File: src/rtl/deca_seq_fsm.sv
// Instruction sequencer: FETCH -> EXEC_1..EXEC_len+1 -> FETCH, with an absorbing HALT state.
//
// Ports:
//   clk         single clock, rising edge
//   rst         synchronous active-high reset
//   mem_ready   fetch handshake (instruction word available)
//   ext_len     execute phases minus one, sampled at the fetch handshake
//   stall       freeze the sequencer this cycle
//   halt        halt request, honoured only in FETCH
//   fetch       high while in FETCH
//   exec        one-hot execute phase (bit k-1 for EXEC_k), zero outside execute
//   halted      high while in HALT
//   instr_done  high in the cycle the final execute phase retires
//   retired     retired-instruction count, wraps silently
module deca_seq_fsm #(
    parameter int unsigned N_EXEC = 2,
    parameter int unsigned CNT_W  = 8
) (
    input  logic              clk,
    input  logic              rst,
    input  logic              mem_ready,
    input  logic [2:0]        ext_len,
    input  logic              stall,
    input  logic              halt,
    output logic              fetch,
    output logic [N_EXEC-1:0] exec,
    output logic              halted,
    output logic              instr_done,
    output logic [CNT_W-1:0]  retired
);

    // EXEC_k is represented as StExec together with phase_q == k-1.
    typedef enum logic [1:0] {
        StFetch = 2'd0,
        StExec  = 2'd1,
        StHalt  = 2'd2
    } state_e;

    localparam logic [2:0] LenMax = 3'(N_EXEC - 1);

    state_e           state_q, state_d;
    logic [2:0]       phase_q, phase_d;
    logic [2:0]       len_q, len_d;
    logic [CNT_W-1:0] retired_q, retired_d;
    logic             done;

    always_comb begin
        state_d   = state_q;
        phase_d   = phase_q;
        len_d     = len_q;
        retired_d = retired_q;
        done      = 1'b0;
        if (!stall) begin
            case (state_q)
                StFetch: begin
                    if (halt) begin
                        state_d = StHalt;
                    end else if (mem_ready) begin
                        // Saturate so the phase counter can never pass the last EXEC state.
                        len_d   = (ext_len > LenMax) ? LenMax : ext_len;
                        phase_d = 3'd0;
                        state_d = StExec;
                    end
                end
                StExec: begin
                    if (phase_q >= len_q) begin
                        state_d   = StFetch;
                        phase_d   = 3'd0;
                        retired_d = retired_q + CNT_W'(1);
                        done      = 1'b1;
                    end else begin
                        phase_d = phase_q + 3'd1;
                    end
                end
                StHalt: begin
                    state_d = StHalt;
                end
                default: begin
                    state_d = StFetch;
                    phase_d = 3'd0;
                end
            endcase
        end
    end

    always_ff @(posedge clk) begin
        if (rst) begin
            state_q   <= StFetch;
            phase_q   <= 3'd0;
            len_q     <= 3'd0;
            retired_q <= '0;
        end else begin
            state_q   <= state_d;
            phase_q   <= phase_d;
            len_q     <= len_d;
            retired_q <= retired_d;
        end
    end

    // Outputs decode the registered state; rst overrides them so the reset cycle
    // itself already shows the post-reset values.
    always_comb begin
        fetch      = rst || (state_q == StFetch);
        halted     = !rst && (state_q == StHalt);
        instr_done = !rst && done;
        retired    = rst ? '0 : retired_q;
        for (int k = 0; k < int'(N_EXEC); k++) begin
            exec[k] = !rst && (state_q == StExec) && (phase_q == 3'(k));
        end
    end

endmodule

File: config.mk
export PLATFORM = sky130hd
export DESIGN_NAME = deca_seq_fsm
export DESIGN_NICKNAME = d
export VERILOG_FILES = /design/src/rtl/deca_seq_fsm.sv
export SDC_FILE = /design/constraint.sdc
export NUM_CORES = 1
export LEC_CHECK = 0
export CORE_MARGIN = 2
export CORE_UTILIZATION = 49
export DETAILED_ROUTE_END_ITERATION = 7
export PLACE_DENSITY = 0.81
export SLEW_MARGIN = 40
export SYNTH_ARGS = -nofsm -noshare
export SYNTH_HDL_FRONTEND = slang
export SYNTH_SLANG_ARGS = --single-unit
export TNS_END_PERCENT = 100
File: constraint.sdc
create_clock -name clk -period 2.5 [get_ports clk]
set_input_delay 0.5 -clock clk [delete_from_list [all_inputs] [get_ports clk]]
set_output_delay 0.5 -clock clk [all_outputs]
set_load 0.01 [all_outputs]
==> Word level (Yosys, flattened, before mapping) <==
Cells that the tools add are included.
{ "word_totals": {"register_bits": 16, "in_bits": 8, "output_inout_bits": 13, "word_cells": 44} }
{ "classes": {"n_addsub": 2, "n_lt_le_gt_ge": 2, "n_eq_ne": 7, "n_mux": 13, "n_bitwise": 3, "n_reduce_logical": 13} }
{ "op_table": {"columns": ["operator", "count"], "rows": [
  ["3-bit 2-to-1 mux", 4],
  ["3-bit case mux with 3 select lines", 1],
  ["8-bit by 1-bit adder with 8-bit output (second input constant)", 1],
  ["8-bit 2-to-1 mux", 1],
  ["4-bit AND reduction", 2],
  ["2-bit 2-to-1 mux", 3],
  ["2-bit inequality test (second input constant)", 3],
  ["2-bit case mux with 3 select lines", 1],
  ["3-bit AND reduction", 2],
  ["1-bit logical AND", 5],
  ["3-bit by 1-bit adder with 3-bit output (second input constant)", 1],
  ["3-bit by 1-bit equality test with 1-bit output (second input constant)", 1],
  ["3-bit >= comparator", 1],
  ["3-bit by 1-bit greater-than comparator with 1-bit output (second input constant)", 1],
  ["3-bit logical NOT", 1],
  ["1-bit 2-to-1 mux", 3],
  ["3-bit inequality test (second input constant)", 1],
  ["1-bit NOT", 3],
  ["2-bit by 1-bit equality test with 1-bit output (second input constant)", 1],
  ["2-bit equality test (second input constant)", 1],
  ["2-bit logical NOT", 1],
  ["1-bit logical NOT", 1],
  ["1-bit logical OR", 1]
]} }

==> Longest topological paths before layout <==
{ "depth": {"depth_word": 5, "mapped_depth": 7, "depth_no_buf": 6} }

==> Worst setup path after synthesis <==
Ideal clock, no wire load.
{ "synth_timing": {"kind": "flip-flop to output port", "start": "register phase_q[0]", "end": "output instr_done", "arrival_ns": 1.465, "t_required_ns": 2.000, "slack_ns": 0.535, "stages_incl_launch_ff": 7, "path_buffers": 1, "cell_sequence": "dfxtp_1 inv_1 ha_1 nor2b_1 o21a_1 clkbuf_1 nor3_1"} }
{ "synth_between": {"elab_chain_cells": 5} }
{ "synth_rtl": {"columns": ["item", "line", "rtl"], "rows": [
  ["from (decl)", "42", "logic [2:0] phase_q, phase_d;"],
  ["from (signal assigned)", "94", "phase_q <= phase_d;"],
  ["3-bit >= comparator", "66", "if (phase_q >= len_q) begin"],
  ["1-bit 2-to-1 mux", "66", null],
  ["1-bit 2-to-1 mux", "54", "case (state_q)"],
  ["1-bit 2-to-1 mux", "53", "if (!stall) begin"],
  ["1-bit logical AND", "105", "instr_done = !rst && done;"],
  ["to (decl)", "28", "output logic instr_done,"]
]} }
Every way passes these cells.

==> Worst setup path after layout <==
{ "layout_timing": {"start": "register state_q[0]", "end": "output exec[1]"} }
{ "layout_between": {"elab_chain_cells": 3} }
{ "layout_rtl": {"columns": ["item", "line", "rtl"], "rows": [
  ["from (decl)", "41", "state_e state_q, state_d;"],
  ["from (signal assigned)", "88", "state_q <= StFetch;"],
  ["from (signal assigned)", "93", "state_q <= state_d;"],
  ["2-bit by 1-bit equality test with 1-bit output", "108", "exec[k] = !rst && (state_q == StExec) && (phase_q == 3'(k));"],
  ["1-bit logical AND (2 in series)", "108", null],
  ["to (decl)", "26", "output logic [N_EXEC-1:0] exec,"]
]} }
Every way passes these cells.

==> out/results.txt <==
Crit path time final: 2.48 ns
Die area: 2290 µm²
Avg WL per Cell: 13.5 µm
CTS buffer count: 3
Number of global-route vias before repair: 817
# port buffers: 20
Core area: 1760 µm²
Rel. slew slack: 68.9%
CTS sink count: 16
Sequential-to-total area share from yosys stat: 34.0%
CTS root buffer: clkbuf_4
Worst Hold Class: reg -> reg
RSZ-0062 raised after global routing: no
Final setup fails: 0
Post-Place Cells: 160
Clock Latency Late Sink: 0.30 ns
Synth top cells by count: dfxtp_1, a21oi_1, nor2b_1, ha_1, nand2_1
Measured slew at the worst slew-check pin: 0.461 ns
Row count: 15
Hold Fails Final Rpt: 0
CTS clock-pin slew for the worst setup and hold paths: 0.10 ns
Hold_buf cts: 0
Worst Path Required: 2.00 ns
Maximum Capacitance Violations: 0
Leakage: 0.458 nW
Pre-antenna DRT Iters: 4
Post-DP HPWL: 1660 µm
Area Growth Syn to Fin: 31.6%
Initial antenna violation count: 0
First-iteration detailed-routing DRC count: 16
Die span in y: 47.9 µm
PD cells: 395 nW/µm²
Number of vias per cell: 5.73
Cells after synthesis: 113
Worst-path fanout max: 7
GPL Wtd Cong: 0.766
Mean Syn Cell Area: 8.34 µm²
Post-layout net count: 155
Leading post-synthesis cells by cell area: dfxtp_1, ha_1, nor2b_1
Initial Utilization: 53.4%
Slew Limit Fails: 0
Post-route insts no fill: 164
Util after Layout: 70.3%
Tot GR Track Use: 20.7%
CP arrival: 1.98 ns
Layout cells sized above 1: 10.8%
Top FF cell, synth: dfxtp_1
Setup Total Neg Slack: 0 ns
Setup repair bufs after CTS: 0
Post-synth ARST share: 0%
Most common cell in the synthesized netlist: dfxtp_1
Max Fclk: 404 MHz
Largest net degree at the start of global routing: 16
Die Width: 47.9 µm
#FFs+latches synth: 16
Worst vdd ir: 0.344 mV
Distinct cell type count after synthesis: 32
Setup crit start kind: register
Bufs on Longest Clock Path: 2
Antenna-violating nets left: 0
Vias: 940
Final period util: 99.1%
Setup Skew: 0.00742 ns
Yosys top cell area share: 34.0%
CTS resizes: 1
Diodes inserted: 0
Mapped cell area: 942 µm²
CP Capture Type: primary output
Power after layout: 0.000490 W
First-pass GRT wire length: 3300 µm
Overflow left after global routing: 0
Yosys warns: 0
Filler cells: 151
Post-synth net total: 128
H-tree depth: 1
Residual DRC: 0
Post-synth EDFFs: 0
CTS tree: built
Status: completed
WL final: 2220 µm
Num ports: 21
Synth area leader: dfxtp_1
Crit path kind: reg -> out
## final cells by class
class | count | area [µm²] | area share (%)
timing repair buffer | 27 | 256 | 20.7
tap | 25 | 31.3 | 2.52
sequential | 16 | 320 | 25.8
multi-input combinational | 86 | 573 | 46.2
clock buffer | 4 | 36.3 | 2.93
inverter | 6 | 22.5 | 1.82
## routing by layer
metal / up-vias / routed length (µm) / GRT usage, %
met5: - / 0 / 0
met3: 5 / 111 / 4.91
met4: 0 / 37 / 8.65
li1: 467 / - / -
met1: 440 / 945 / 23.4
met2: 28 / 1130 / 36.8
## flip-flops by register name, summed over array words and instances, names as in the netlist
register   flops
len_q          3
phase_q        3
retired_q      8
state_q        2
## cell usage in the layout (no fill, tap or decap), types with 3 or more instances in the layout
master,count
or4_1,6
nor2b_1,10
o21ai_0,3
nor2_1,6
nor4b_1,3
buf_4,7
nand3_1,3
nor3_1,6
clkdlybuf4s50_1,17
nand2b_1,3
o31ai_1,3
ha_1,7
dfxtp_1,16
clkbuf_4,3
nand2_1,7
a21oi_1,10
inv_1,6
## worst paths after layout
check / startpoint / endpoint / slack, ns / depth (start not counted)
setup / recovery: state_q[0] / exec[1] / 0.02 / 3
hold / removal: len_q[1] / len_q[1] / 0.46 / 2
setup reg to reg: phase_q[0] / retired_q[5] / 0.53 / 7
hold reg to reg: len_q[1] / len_q[1] / 0.46 / 2
## cell families after synthesis
kind of cell,share of synthesized area [%]
and+or+nand+nor,34.9
DFF,34.0
buffers and inverters,5.18
adders and majority gates,9.30
muxes,2.39
AOI/OAI and AO/OA,14.2
## worst max-delay path, cell delays in order, from the launching register on
cell             delay [ns]
dfxtp_1                0.45
nand2b_1               0.19
nor4b_1                0.43
clkdlybuf4s50_1        0.61
## power breakdown
part / leakage (nW) / internal [W] / switching (W)
clock: 0.0210 / 0.0000889 / 0.0000891
sequential: 0.129 / 0.000258 / 0.00000412
combinational: 0.307 / 0.0000265 / 0.0000235
## stage by stage
stage | area (µm²) | setup WS (ns) | hold slack [ns]
floorplan | 942 | 0.535 | 0.428
global placement | 1200 | 0.0417 | 0.438
detailed placement | 1200 | 0.00666 | 0.449
CTS | 1230 | 0.00471 | 0.462
global route | 1240 | 0.00101 | 0.471
finish | 1240 | 0.0222 | 0.458
(Power assumes the default switching activity.)
